[src/rtl/hazard_stall_unit.sv]
// rtl/hazard_stall_unit.sv - load-use / branch hazard detector with RUN/HOLD stall FSM
//
// Purpose: watches the instruction in ID and the instruction in EX and stalls the
// front end (PC and IF/ID hold, ID/EX takes a bubble) whenever ID would read a
// register that EX has not produced in time. Load-use stalls one cycle; a branch
// in ID that depends on an ALU result stalls one cycle; a branch that depends on a
// load stalls two cycles (RUN -> HOLD -> RUN).
//
// Ports:
//   clock        in   rising-edge pipeline clock
//   reset_n      in   asynchronous active-low reset
//   id_instr     in   [31:0] instruction in ID
//   ex_instr     in   [31:0] instruction in EX
//   ex_valid     in   1 = ex_instr is real, 0 = bubble
//   pc_write     out  1 = PC may advance
//   if_id_write  out  1 = IF/ID may load
//   id_ex_flush  out  1 = ID/EX loads NOP
//   held_instr   out  [31:0] ID instruction captured at the end of each stall's first cycle
//   stall_active out  1 in every stalled cycle
//   stall_cycles out  [15:0] saturating stalled-cycle count
//
// Build option: HAZARD_STALL_CNT_EN enables the stall_cycles counter; when it is
// undefined stall_cycles is constant zero and no counter flops exist.

module hazard_stall_unit (
    input  logic        clock,
    input  logic        reset_n,
    input  logic [31:0] id_instr,
    input  logic [31:0] ex_instr,
    input  logic        ex_valid,
    output logic        pc_write,
    output logic        if_id_write,
    output logic        id_ex_flush,
    output logic [31:0] held_instr,
    output logic        stall_active,
    output logic [15:0] stall_cycles
);

    localparam logic S_RUN  = 1'b0;
    localparam logic S_HOLD = 1'b1;

    localparam logic [5:0] OP_RTYPE = 6'b000000;
    localparam logic [5:0] OP_J     = 6'b000010;
    localparam logic [5:0] OP_JAL   = 6'b000011;
    localparam logic [5:0] OP_BEQ   = 6'b000100;
    localparam logic [5:0] OP_BNE   = 6'b000101;
    localparam logic [5:0] OP_ADDI  = 6'b001000;
    localparam logic [5:0] OP_SLTI  = 6'b001010;
    localparam logic [5:0] OP_ANDI  = 6'b001100;
    localparam logic [5:0] OP_ORI   = 6'b001101;
    localparam logic [5:0] OP_LW    = 6'b100011;
    localparam logic [5:0] OP_SW    = 6'b101011;

    logic        r_state;
    logic [31:0] r_held_instr;

    logic [5:0]  w_ex_op;
    logic [4:0]  w_ex_rt;
    logic [4:0]  w_ex_rd;
    logic [5:0]  w_id_op;
    logic [4:0]  w_id_rs;
    logic [4:0]  w_id_rt;
    logic        w_ex_is_lw;
    logic        w_ex_is_alui;
    logic        w_ex_is_rtype;
    logic [4:0]  w_ex_dest;
    logic        w_ex_dest_ok;
    logic        w_id_is_nop;
    logic        w_id_is_branch;
    logic        w_id_use_rs;
    logic        w_id_use_rt;
    logic        w_src_match;
    logic        w_load_use;
    logic        w_branch_haz;
    logic        w_hazard;
    logic        w_stall;
    logic        w_unused_bits;

    assign w_ex_op = ex_instr[31:26];
    assign w_ex_rt = ex_instr[20:16];
    assign w_ex_rd = ex_instr[15:11];
    assign w_id_op = id_instr[31:26];
    assign w_id_rs = id_instr[25:21];
    assign w_id_rt = id_instr[20:16];

    // EX rs and immediate/funct fields play no part in destination decode.
    assign w_unused_bits = ^{ex_instr[25:21], ex_instr[10:0]};

    always_comb begin
        w_ex_is_lw     = (w_ex_op == OP_LW);
        w_ex_is_alui   = (w_ex_op == OP_ADDI) || (w_ex_op == OP_SLTI) ||
                         (w_ex_op == OP_ANDI) || (w_ex_op == OP_ORI);
        w_ex_is_rtype  = (w_ex_op == OP_RTYPE);
        w_ex_dest      = w_ex_is_rtype ? w_ex_rd : w_ex_rt;
        // $0 is never a real destination, and a bubble in EX produces nothing.
        w_ex_dest_ok   = ex_valid && (w_ex_is_lw || w_ex_is_alui || w_ex_is_rtype) &&
                         (w_ex_dest != 5'd0);

        // The all-zero word is the NOP and reads nothing, even though it decodes as R-type.
        w_id_is_nop    = (id_instr == 32'h0000_0000);
        w_id_is_branch = (w_id_op == OP_BEQ) || (w_id_op == OP_BNE);
        w_id_use_rs    = !w_id_is_nop && (w_id_op != OP_J) && (w_id_op != OP_JAL);
        w_id_use_rt    = !w_id_is_nop && ((w_id_op == OP_RTYPE) || w_id_is_branch ||
                                          (w_id_op == OP_SW));
        w_src_match    = (w_id_use_rs && (w_id_rs == w_ex_dest)) ||
                         (w_id_use_rt && (w_id_rt == w_ex_dest));

        w_load_use     = w_ex_dest_ok && w_ex_is_lw && w_src_match;
        w_branch_haz   = w_ex_dest_ok && w_id_is_branch && w_src_match;

        // Gating with reset_n forces idle outputs while reset is held, whatever the inputs.
        w_hazard       = reset_n && (w_load_use || w_branch_haz);
        w_stall        = reset_n && ((r_state == S_HOLD) || w_hazard);
    end

    assign pc_write     = !w_stall;
    assign if_id_write  = !w_stall;
    assign id_ex_flush  = w_stall;
    assign stall_active = w_stall;
    assign held_instr   = r_held_instr;

    always_ff @(posedge clock or negedge reset_n) begin
        if (!reset_n) begin
            r_state      <= S_RUN;
            r_held_instr <= 32'h0000_0000;
        end else begin
            case (r_state)
                S_RUN: begin
                    if (w_hazard) begin
                        r_held_instr <= id_instr;
                        // A branch waiting on a load needs the load data a further cycle.
                        if (w_branch_haz && w_ex_is_lw) begin
                            r_state <= S_HOLD;
                        end
                    end
                end
                default: begin
                    r_state <= S_RUN;
                end
            endcase
        end
    end

`ifdef HAZARD_STALL_CNT_EN
    logic [15:0] r_stall_cycles;

    always_ff @(posedge clock or negedge reset_n) begin
        if (!reset_n) begin
            r_stall_cycles <= 16'd0;
        end else if (w_stall && (r_stall_cycles != 16'hFFFF)) begin
            r_stall_cycles <= r_stall_cycles + 16'd1;
        end
    end

    assign stall_cycles = r_stall_cycles;
`else
    assign stall_cycles = 16'd0;
`endif

endmodule

[config.mk]
export PLATFORM = sky130hd
export DESIGN_NAME = hazard_stall_unit
export DESIGN_NICKNAME = d
export VERILOG_FILES = /design/src/rtl/hazard_stall_unit.sv
export SDC_FILE = /design/constraint.sdc
export NUM_CORES = 1
export LEC_CHECK = 0
export ABC_CLOCK_PERIOD_IN_PS = 2900
export BUFFER_PORTS_ARGS = -buffer_cell sky130_fd_sc_hd__buf_2
export CORE_MARGIN = 2
export CORE_UTILIZATION = 48
export CTS_BUF_LIST = sky130_fd_sc_hd__clkbuf_4
export CTS_CLUSTER_DIAMETER = 200
export DETAILED_ROUTE_END_ITERATION = 8
export PLACE_DENSITY_LB_ADDON = 0.12
export SLEW_MARGIN = 10
export SYNTH_ARGS = -nofsm -noshare
export SYNTH_HDL_FRONTEND = slang
export SYNTH_SLANG_ARGS = --single-unit
[constraint.sdc]
create_clock -name clock -period 2.9 [get_ports clock]
set_input_delay 0 -clock clock [delete_from_list [all_inputs] [get_ports clock]]
set_output_delay 0 -clock clock [all_outputs]
set_load 0.005 [all_outputs]
==> impl_metrics.toml, run 1 <==
[power]
vdd_ir_drop_max_mv = 0.226
leakage_nw = 1.47
fin_total_pwr_uw = 875
p_per_area_nw_per_um2 = 319

[worst_setup_path]
cpPeakStageDelay_ns = 0.53
endpoint_kind = "output port"
crit_chain = "dlygate4sd3_1 > buf_2 > nor4_4 > a22oi_1 > a2111oi_1 > o2111ai_1 > nor4_4 > o21a_1 > o21ai_0 > buf_2"
r2r_cells = 4
r2r_setup_slack_ns = 1.56
startpoint_type = "input pin"
criticalPathCategory = "input pin to output port"
critPathArrivalTime_ns = 2.67
rr_startpoint = "r_state"
worst-path-max-fanout = 6
slowest_stage = "dlygate4sd3_1"
required_ns = 2.90
reg2reg_to = "held_instr[20]"
cp-startpoint = "ex_instr[30]"

[drt]
drtIter0Drc = 60
routed-via-count = 1742
drcViolationCount = 0
drt_pre_antenna_iters = 5
drtAntennaViolNets = 0
wl_per_cell_um = 14.6
viasPerCell = 5.12
drt_wl_total_um = 4950

[clock_network]
cts_made_buffers = 5
cts_tree = "yes"
clk_latency_ns = 0.34
cts_buffer_depth = 2
htreeDepth = 2
root_buffer = "clkbuf_4"
clk_pin_slew_ns = 0.11
clock_sinks = 33

[timing]
final.setup_skew_ns = 0.00770
period_minus_slack_ns = 2.67
slew_viol_final = 0
tns_ns = 0
rsz0062_at_grt = "no"
tightest_slew_ns = 0.513
fmax_ghz = 0.374
hold_viol = 0
fin_crit_sh_pct = 92.1
layout_setup_ws_ns = 0.228
holdWs_ns = 0.0376
setup_violations = 0
maxSlewHeadroom_pct = 65.3

[synthesis]
netlist_top_cells_count = "dfrtp_1 (33), mux2_2 (31), buf_4 (18)"
synthXorXnorAreaFrac_pct = 2.30
ys_warn_count = 0
synth.area.mux_share_pct = 20.7
synth-adder-area-share_pct = 0
synthDominantCellAreaShare_pct = 43.4
synth-seq-cells = 33
synth-compound-area-share_pct = 8.22
synth.most_common_cell = "dfrtp_1"
syn-cell-area_sq_um = 1900
synth.distinct_cells = 42
avgSynthCellArea_sq_um = 11.5
synth_ff_type = "dfrtp_1"
synth_area_leader_cell = "dfrtp_1"
synth_cells = 165
synth.area.top_cells = "dfrtp_1 (43%), mux2_2 (18%), buf_4 (7.1%)"
synth_simple_gate_area_share_pct = 15.5
ys_seq_area_share_pct = 43.4
synth_top_family_by_area = "multiplexers"
synth_edf_count = 0
async_reset_ff_share_pct = 100

[place]
placed_area_sq_um = 2320
place_inst = 296
io_buffer_count = 86
hpwlAfterDp_um = 3320
place.gp.congestion = 0.774
pre_cts_ws_ns = 0.246

[worst_hold_path]
min_path_type = "input pin to register"
hold_depth = 4
worstHoldStart = "ex_valid"
min_to = "r_state"

[cells_and_area]
drive_above_1_share_pct = 45.9
nFillCells = 268
stdcell_count = 340
utilization_pct = 73.2
nNetsFinal = 358
diodes = 0
area_growth_pct = 44.1
final_cell_area_sq_um = 2740

[status]
outcome = "finished clean"

[global_routing]
grt_pass1_wl_um = 7860
grt_start_max_net_pins = 36
overflow = 0
grt_usage_pct = 23.9
antenna_found_initial = 0
grt_pass1_vias = 1706

[die]
io_pins = 119
dieHeight_um = 67.0
rows = 22
die_w_um = 67.0
initial_core_util_pct = 50.8
core_area_sq_um = 3740
die_area_sq_um = 4480

[run]
drv_cap = 0
layout make-up:
| cell class | instances | area [sq um] | share of cell area (%) |
|---|---|---|---|
| Timing Repair Buffer | 125 | 826 | 30.1 |
| Clock inverter | 3 | 17.5 | 0.639 |
| Tap cell | 48 | 60.1 | 2.19 |
| Inverter | 4 | 15.0 | 0.548 |
| Clock buffer | 5 | 37.5 | 1.37 |
| Multi-Input combinational cell | 122 | 960 | 35.0 |
| Sequential cell | 33 | 826 | 30.1 |
worst max-delay path: cells and delay by family:
kind            cells  cell delay (ns)
compound gates      5             1.10
buf+inv             3             0.84
simple gates        2             0.73
what timing repair did:
action | CTS | global route
hold buffers | 36 | 0
endpoints found under the setup margin | 0 | 6
buffers inserted | 0 | 0
resized for setup | 0 | 2
hold endpoints to repair | 66 | 0
placed cells by master (no fill, tap or decap), types with 2 or more instances in the layout:
master | synthesis | layout
buf_2 | 0 | 86
dlygate4sd3_1 | 0 | 36
dfrtp_1 | 33 | 33
mux2_2 | 31 | 31
conb_1 | 1 | 16
nor4_1 | 9 | 9
nand3_1 | 5 | 5
nor3_1 | 5 | 5
xnor2_1 | 5 | 5
clkbuf_4 | 0 | 5
nor2_1 | 4 | 4
inv_1 | 4 | 4
nand2b_1 | 4 | 4
o21a_1 | 4 | 4
mux2i_1 | 3 | 3
o2111ai_1 | 3 | 3
nor4_4 | 1 | 2
o22ai_1 | 2 | 2
a22oi_1 | 2 | 2
nand4_1 | 2 | 2
o21ai_0 | 2 | 2
nand3b_1 | 2 | 2
or4_1 | 2 | 2
buf_4 | 18 | 2
logic make-up (layout without fill, tap and decap cells):
kind of cell | after synthesis | in the layout
simple gates | 45 | 45
mux | 35 | 35
flops | 33 | 33
buf+inv | 25 | 137
compound gates | 21 | 21
xor+xnor | 5 | 5
other cells | 1 | 16
state kept, by name, indices dropped and copies added, names as in the netlist:
register / flops
held_instr: 32
r_state: 1
how the worst max path moves through the flow:
stage                      to  depth (start not counted)
5_1_grt           if_id_write                         10
2_1_floorplan  held_instr[20]                          8
6_report             pc_write                         10
3_5_place_dp   held_instr[20]                          9
4_1_cts              pc_write                         10
3_3_place_gp   held_instr[20]                          9
power by group:
part | internal [mW] | switching (mW)
registers | 0.463 | 0.00129
logic | 0.0820 | 0.0756
clock network | 0.0917 | 0.162
total | 0.636 | 0.239
metal layers:
metal	routed length [um]	vias to the layer above	part of all wire, %	GRT usage [%]
met1	2030	809	41	27.7
met3	310	15	6.3	5.41
met2	2470	78	50	40.5
li1	-	840	-	-
met5	0	-	0	0
met4	146	0	2.9	13.3
No activity file was read; power rests on OpenSTA's default activity.
==> run 2: changes to the inputs <==
--- a/config.mk
+++ b/config.mk
@@ -12,7 +12,8 @@
 export CTS_BUF_LIST = sky130_fd_sc_hd__clkbuf_4
 export CTS_CLUSTER_DIAMETER = 200
 export DETAILED_ROUTE_END_ITERATION = 8
-export PLACE_DENSITY_LB_ADDON = 0.12
+export HOLD_SLACK_MARGIN = 0.06
+export PLACE_DENSITY_LB_ADDON = 0.25
 export SLEW_MARGIN = 10
 export SYNTH_ARGS = -nofsm -noshare
 export SYNTH_HDL_FRONTEND = slang
==> run 2 against run 1 <==
Cell count did not move. Maximum frequency up 2.2%. Non-clock buffer count is 1 higher. Largest power group unchanged. Sequential share of layout area is 0.096 points lower. Clock power is essentially flat. Register-to-register slack lost 0.28 ns. Critical endpoint is now r_state. Critical path depth up 1. Die area unchanged.
==> impl_metrics.toml, run 2 (same netlist as run 1, synthesis figures left out) <==
[die]
core_area_sq_um = 3740
rows = 22
dieHeight_um = 67.0
die_area_sq_um = 4480
initial_core_util_pct = 50.8
io_pins = 119
die_w_um = 67.0

[timing]
fmax_ghz = 0.382
tns_ns = 0
period_minus_slack_ns = 2.61
hold_viol = 0
slew_viol_final = 0
setup_violations = 0
rsz0062_at_grt = "no"
holdWs_ns = 0.255
final.setup_skew_ns = 0.0168
fin_crit_sh_pct = 90.2
maxSlewHeadroom_pct = 63.2
tightest_slew_ns = 0.545

[global_routing]
grt_usage_pct = 25.3
grt_pass1_vias = 1763
overflow = 0
grt_start_max_net_pins = 36
antenna_found_initial = 0
grt_pass1_wl_um = 8380

[worst_setup_path]
crit_cells = 11
critPathArrivalTime_ns = 2.90
rr_startpoint = "r_state"
cp-startpoint = "id_instr[28]"
crit_chain = "dlygate4sd3_1 > buf_2 > and4b_1 > a22oi_1 > a2111oi_1 > o2111ai_1 > nor4_2 > buf_4 > o2111ai_1 > nor4_1 > dlygate4sd3_1"
cpPeakStageDelay_ns = 0.58
endpoint_kind = "register"
worst-path-max-fanout = 6
startpoint_type = "input pin"
criticalPathCategory = "input pin to register"
required_ns = 3.18
cpLargestDelayFamily = "buffers and inverters"
r2r_cells = 4
crit_buf_inv = 4
slowest_stage = "dlygate4sd3_1"

[cells_and_area]
multiInputGateArea_sq_um = 967
largest_reg_flops = 32
area_growth_pct = 44.5
nNetsFinal = 359
ff_latch_area_sq_um = 826
drive_above_1_share_pct = 46.2
final_cell_mix = "buf_2 (86), dlygate4sd3_1 (36), dfrtp_1 (33), mux2_2 (31), conb_1 (16)"
diodes = 0
final_common_cell = "buf_2"
nFillCells = 290

[drt]
wl_per_cell_um = 14.6
drtAntennaViolNets = 0
drtIter0Drc = 69
drt_wl_total_um = 4970
drcViolationCount = 0
routed-via-count = 1792
drt_pre_antenna_iters = 4
viasPerCell = 5.27

[place]
io_buffer_count = 86
hpwlAfterDp_um = 3320
place.gp.congestion = 0.844

[run]
drv_cap = 0

[clock_network]
cts_tree = "yes"
clk_latency_ns = 0.33
clk_pin_slew_ns = 0.11
root_buffer = "clkbuf_4"
cts_buffer_depth = 2
cts_made_buffers = 5
clock_sinks = 33
cts_setup_buffers = 0
htreeDepth = 2

[power]
p_per_area_nw_per_um2 = 317
vdd_ir_drop_max_mv = 0.270
leakage_nw = 1.47

[status]
outcome = "finished clean"

[worst_hold_path]
min_path_type = "input pin to async pin"
## run 2: cell type report
cell class / instances / area share, %
clock inverter: 1 / 0.136
sequential: 33 / 30.0
tap: 48 / 2.18
clock buffer: 6 / 1.64
inverter: 4 / 0.546
multi-input combinational: 122 / 35.2
timing repair buffer: 126 / 30.3
## run 2: final timing paths
path / to / slack [ns]
min in group clock: held_instr[10] / 0.46
max in group asynchronous: held_instr[4] / 2.33
max reg2reg: r_state / 1.28
min: held_instr[31] / 0.26
min reg2reg: held_instr[5] / 0.51
max: r_state / 0.29
## run 2: repair_timing
item / in CTS / in global routing
endpoints found under the hold margin: 66 / 0
setup endpoints to repair: 0 / 5
hold buffers: 36 / 0
gates resized for setup: 0 / 4
## run 2: worst register-to-register path, delay by kind of cell (launching register included)
| family | cells | cell delay, ns |
|---|---|---|
| buffers and inverters | 1 | 0.58 |
| and+or+nand+nor | 2 | 0.41 |
| AOI/OAI and AO/OA | 1 | 0.15 |
| DFF | 1 | 0.42 |
## run 2: where the power goes
group | total (mW) | internal [mW] | switching [mW]
registers | 0.464 | 0.463 | 0.00134
logic | 0.156 | 0.0815 | 0.0743
clock network | 0.251 | 0.0974 | 0.154
## run 2: per-layer routing
layer,vias to the layer above,GRT usage (%),part of all wire (%)
met5,-,0,0
met4,0,13.3,3.1
met3,15,6.08,7.3
met2,82,40.8,49
met1,853,31.1,41
li1,842,-,-
## run 2: metrics by stage
| stage | instances | setup slack (ns) | power [mW] | cell area [sq um] | util (%) |
|---|---|---|---|---|---|
| global placement | 297 | 0.407 | 0.588 | 2330 | 62.3 |
| floorplan | 180 | 0.720 | 0.531 | 1960 | - |
| global route | 340 | 0.0272 | 0.921 | 2750 | 73.5 |
| CTS | 340 | 0.106 | 0.874 | 2740 | 73.2 |
| finish | 340 | 0.285 | 0.871 | 2750 | 73.5 |
| detailed placement | 297 | 0.319 | 0.589 | 2330 | 62.3 |
==> run 3: changes to the inputs <==
--- a/config.mk
+++ b/config.mk
@@ -7,8 +7,10 @@
 export LEC_CHECK = 0
 export ABC_CLOCK_PERIOD_IN_PS = 2900
 export BUFFER_PORTS_ARGS = -buffer_cell sky130_fd_sc_hd__buf_2
+export CELL_PAD_IN_SITES_DETAIL_PLACEMENT = 0
+export CELL_PAD_IN_SITES_GLOBAL_PLACEMENT = 1
 export CORE_MARGIN = 2
-export CORE_UTILIZATION = 48
+export CORE_UTILIZATION = 35
 export CTS_BUF_LIST = sky130_fd_sc_hd__clkbuf_4
 export CTS_CLUSTER_DIAMETER = 200
 export DETAILED_ROUTE_END_ITERATION = 8
==> run 3 against run 2 <==
Maximum frequency decreased by 2.2%. First-iteration DRC count decreased by 14%. Sequential share of layout area decreased by 0.36 points. Critical endpoint is now held_instr[25]. Non-clock buffer count increased by 2. Wire length increased by 2.2%. Register-to-register slack improved by 0.22 ns. Combinational power about the same. Utilization decreased by 20 points. Hold slack got worse by 0.16 ns. Flip-flop and latch count unchanged.
==> impl_metrics.toml, run 3 (same netlist as run 1, synthesis figures left out) <==
[cells_and_area]
diodes = 0
nFillCells = 469
final_cell_mix = "buf_2 (86), dlygate4sd3_1 (37), dfrtp_1 (33), mux2_2 (31), conb_1 (16)"
utilization_pct = 53.8
largest_reg_flops = 32
nNetsFinal = 361
stdcell_count = 365
area_growth_pct = 46.3
drive_above_1_share_pct = 46.8
multiInputGateArea_sq_um = 962
ff_latch_area_sq_um = 826
final_common_cell = "buf_2"

[timing]
tns_ns = 0
rsz0062_at_grt = "no"
final.setup_skew_ns = 0.00768
setup_violations = 0
layout_setup_ws_ns = 0.226
maxSlewHeadroom_pct = 66.6
tightest_slew_ns = 0.494
hold_viol = 0
fin_crit_sh_pct = 92.2
slew_viol_final = 0
fmax_ghz = 0.374
period_minus_slack_ns = 2.67

[clock_network]
cts_tree = "yes"
cts_buffer_depth = 2
cts_made_buffers = 5
clk_latency_ns = 0.33
htreeDepth = 2
root_buffer = "clkbuf_4"
cts_setup_buffers = 0
clk_pin_slew_ns = 0.10
clock_sinks = 33

[power]
p_per_area_nw_per_um2 = 314
fin_total_pwr_uw = 874
vdd_ir_drop_max_mv = 0.198
leakage_nw = 1.47

[place]
io_buffer_count = 86
place_inst = 320
hpwlAfterDp_um = 3590
pre_cts_ws_ns = 0.256
place.gp.congestion = 0.818

[worst_setup_path]
worst-path-max-fanout = 20
required_ns = 3.12
crit_chain = "dlygate4sd3_1 > buf_2 > or4_4 > o21ai_1 > a21boi_1 > xnor2_1 > nor4_2 > buf_4 > o211ai_4 > buf_4 > mux2_2"
r2r_setup_slack_ns = 1.50
startpoint_type = "input pin"
cpPeakStageDelay_ns = 0.53
critPathArrivalTime_ns = 2.89
crit_top_cell = "buf_4"
criticalPathCategory = "input pin to register"
slowest_stage = "dlygate4sd3_1"
endpoint_kind = "register"

[worst_hold_path]
min_path_type = "input pin to register"

[die]
rows = 26
initial_core_util_pct = 36.8
io_pins = 119
die_area_sq_um = 6040
die_w_um = 77.7
core_area_sq_um = 5170
dieHeight_um = 77.7

[global_routing]
grt_pass1_vias = 1848
antenna_found_initial = 0
grt_start_max_net_pins = 36
grt_usage_pct = 17.8
overflow = 0
grt_pass1_wl_um = 8600

[drt]
drtIter0Drc = 59
routed-via-count = 1743
drt_wl_total_um = 5080
viasPerCell = 4.78
drtAntennaViolNets = 0
wl_per_cell_um = 13.9
drcViolationCount = 0
drt_pre_antenna_iters = 4

[status]
outcome = "finished clean"

[run]
drv_cap = 0
==> run 3: changes by cell type in the layout (fill, tap and decap cells not counted) <==
cell           delta
buf_4             +2
buf_12            -1
clkbuf_4          -1
dlygate4sd3_1     +1
nor2_2            +1
clkinv_2          +2
clkinvlp_4        +1
nor2_4            -1
clkinv_1          -1
==> run 3: final timing paths <==
| path | from | endpoint | depth (start not counted) |
|---|---|---|---|
| setup / recovery | ex_instr[30] | held_instr[25] | 11 |
| hold / removal | ex_instr[31] | r_state | 4 |
| setup reg to reg | r_state | held_instr[25] | 4 |
| hold reg to reg | held_instr[29] | held_instr[29] | 1 |
| max in group asynchronous | reset_n | held_instr[5] | 3 |
| min in group asynchronous | reset_n | held_instr[20] | 3 |
==> run 3: report_power, final <==
group          total, mW  leakage (nW)  switching, mW  internal, mW
Combinational      0.158         0.975         0.0752        0.0829
Sequential         0.464         0.461        0.00125         0.463
Clock              0.252        0.0310          0.160        0.0914
Total              0.874          1.47          0.237         0.637
==> run 3: routing by layer <==
layer	GRT usage, %	up-vias	wire length, um
met1	23.4	813	2310
met4	4.82	0	74
met3	5.00	9	377
met2	28.7	78	2320
met5	0	-	0
li1	-	843	-
==> run 3: cell type report <==
| class | instances | area share [%] |
|---|---|---|
| well taps | 70 | 3.15 |
| flip-flops and latches | 33 | 29.7 |
| repair buffers | 128 | 30.1 |
| clock buffers | 5 | 1.35 |
| clock inverters | 3 | 0.629 |
| multi-input cells | 122 | 34.6 |
| inverters | 4 | 0.539 |
==> run 3: worst max-delay path: cells and delay by family <==
kind / cells / cell delay, ns
buf+inv: 4 / 1.14
compound gates: 3 / 0.67
simple gates: 2 / 0.54
mux: 1 / 0.38
xor+xnor: 1 / 0.16
==> run 3: per-stage QoR <==
step                      area [sq um]  hold WS, ns
after floorplan                   1960       -0.296
after global placement            2350       0.0977
after detailed placement          2350       0.0868
after CTS                         2780       0.0780
after global routing              2780       0.0923
final                             2780       0.0934
==> run 3: repair_timing <==
action | 4_1_cts | 5_1_grt
endpoints found under the hold margin | 66 | 0
endpoints found under the setup margin | 0 | 24
gates resized for setup | 0 | 3
hold buffers | 37 | 0
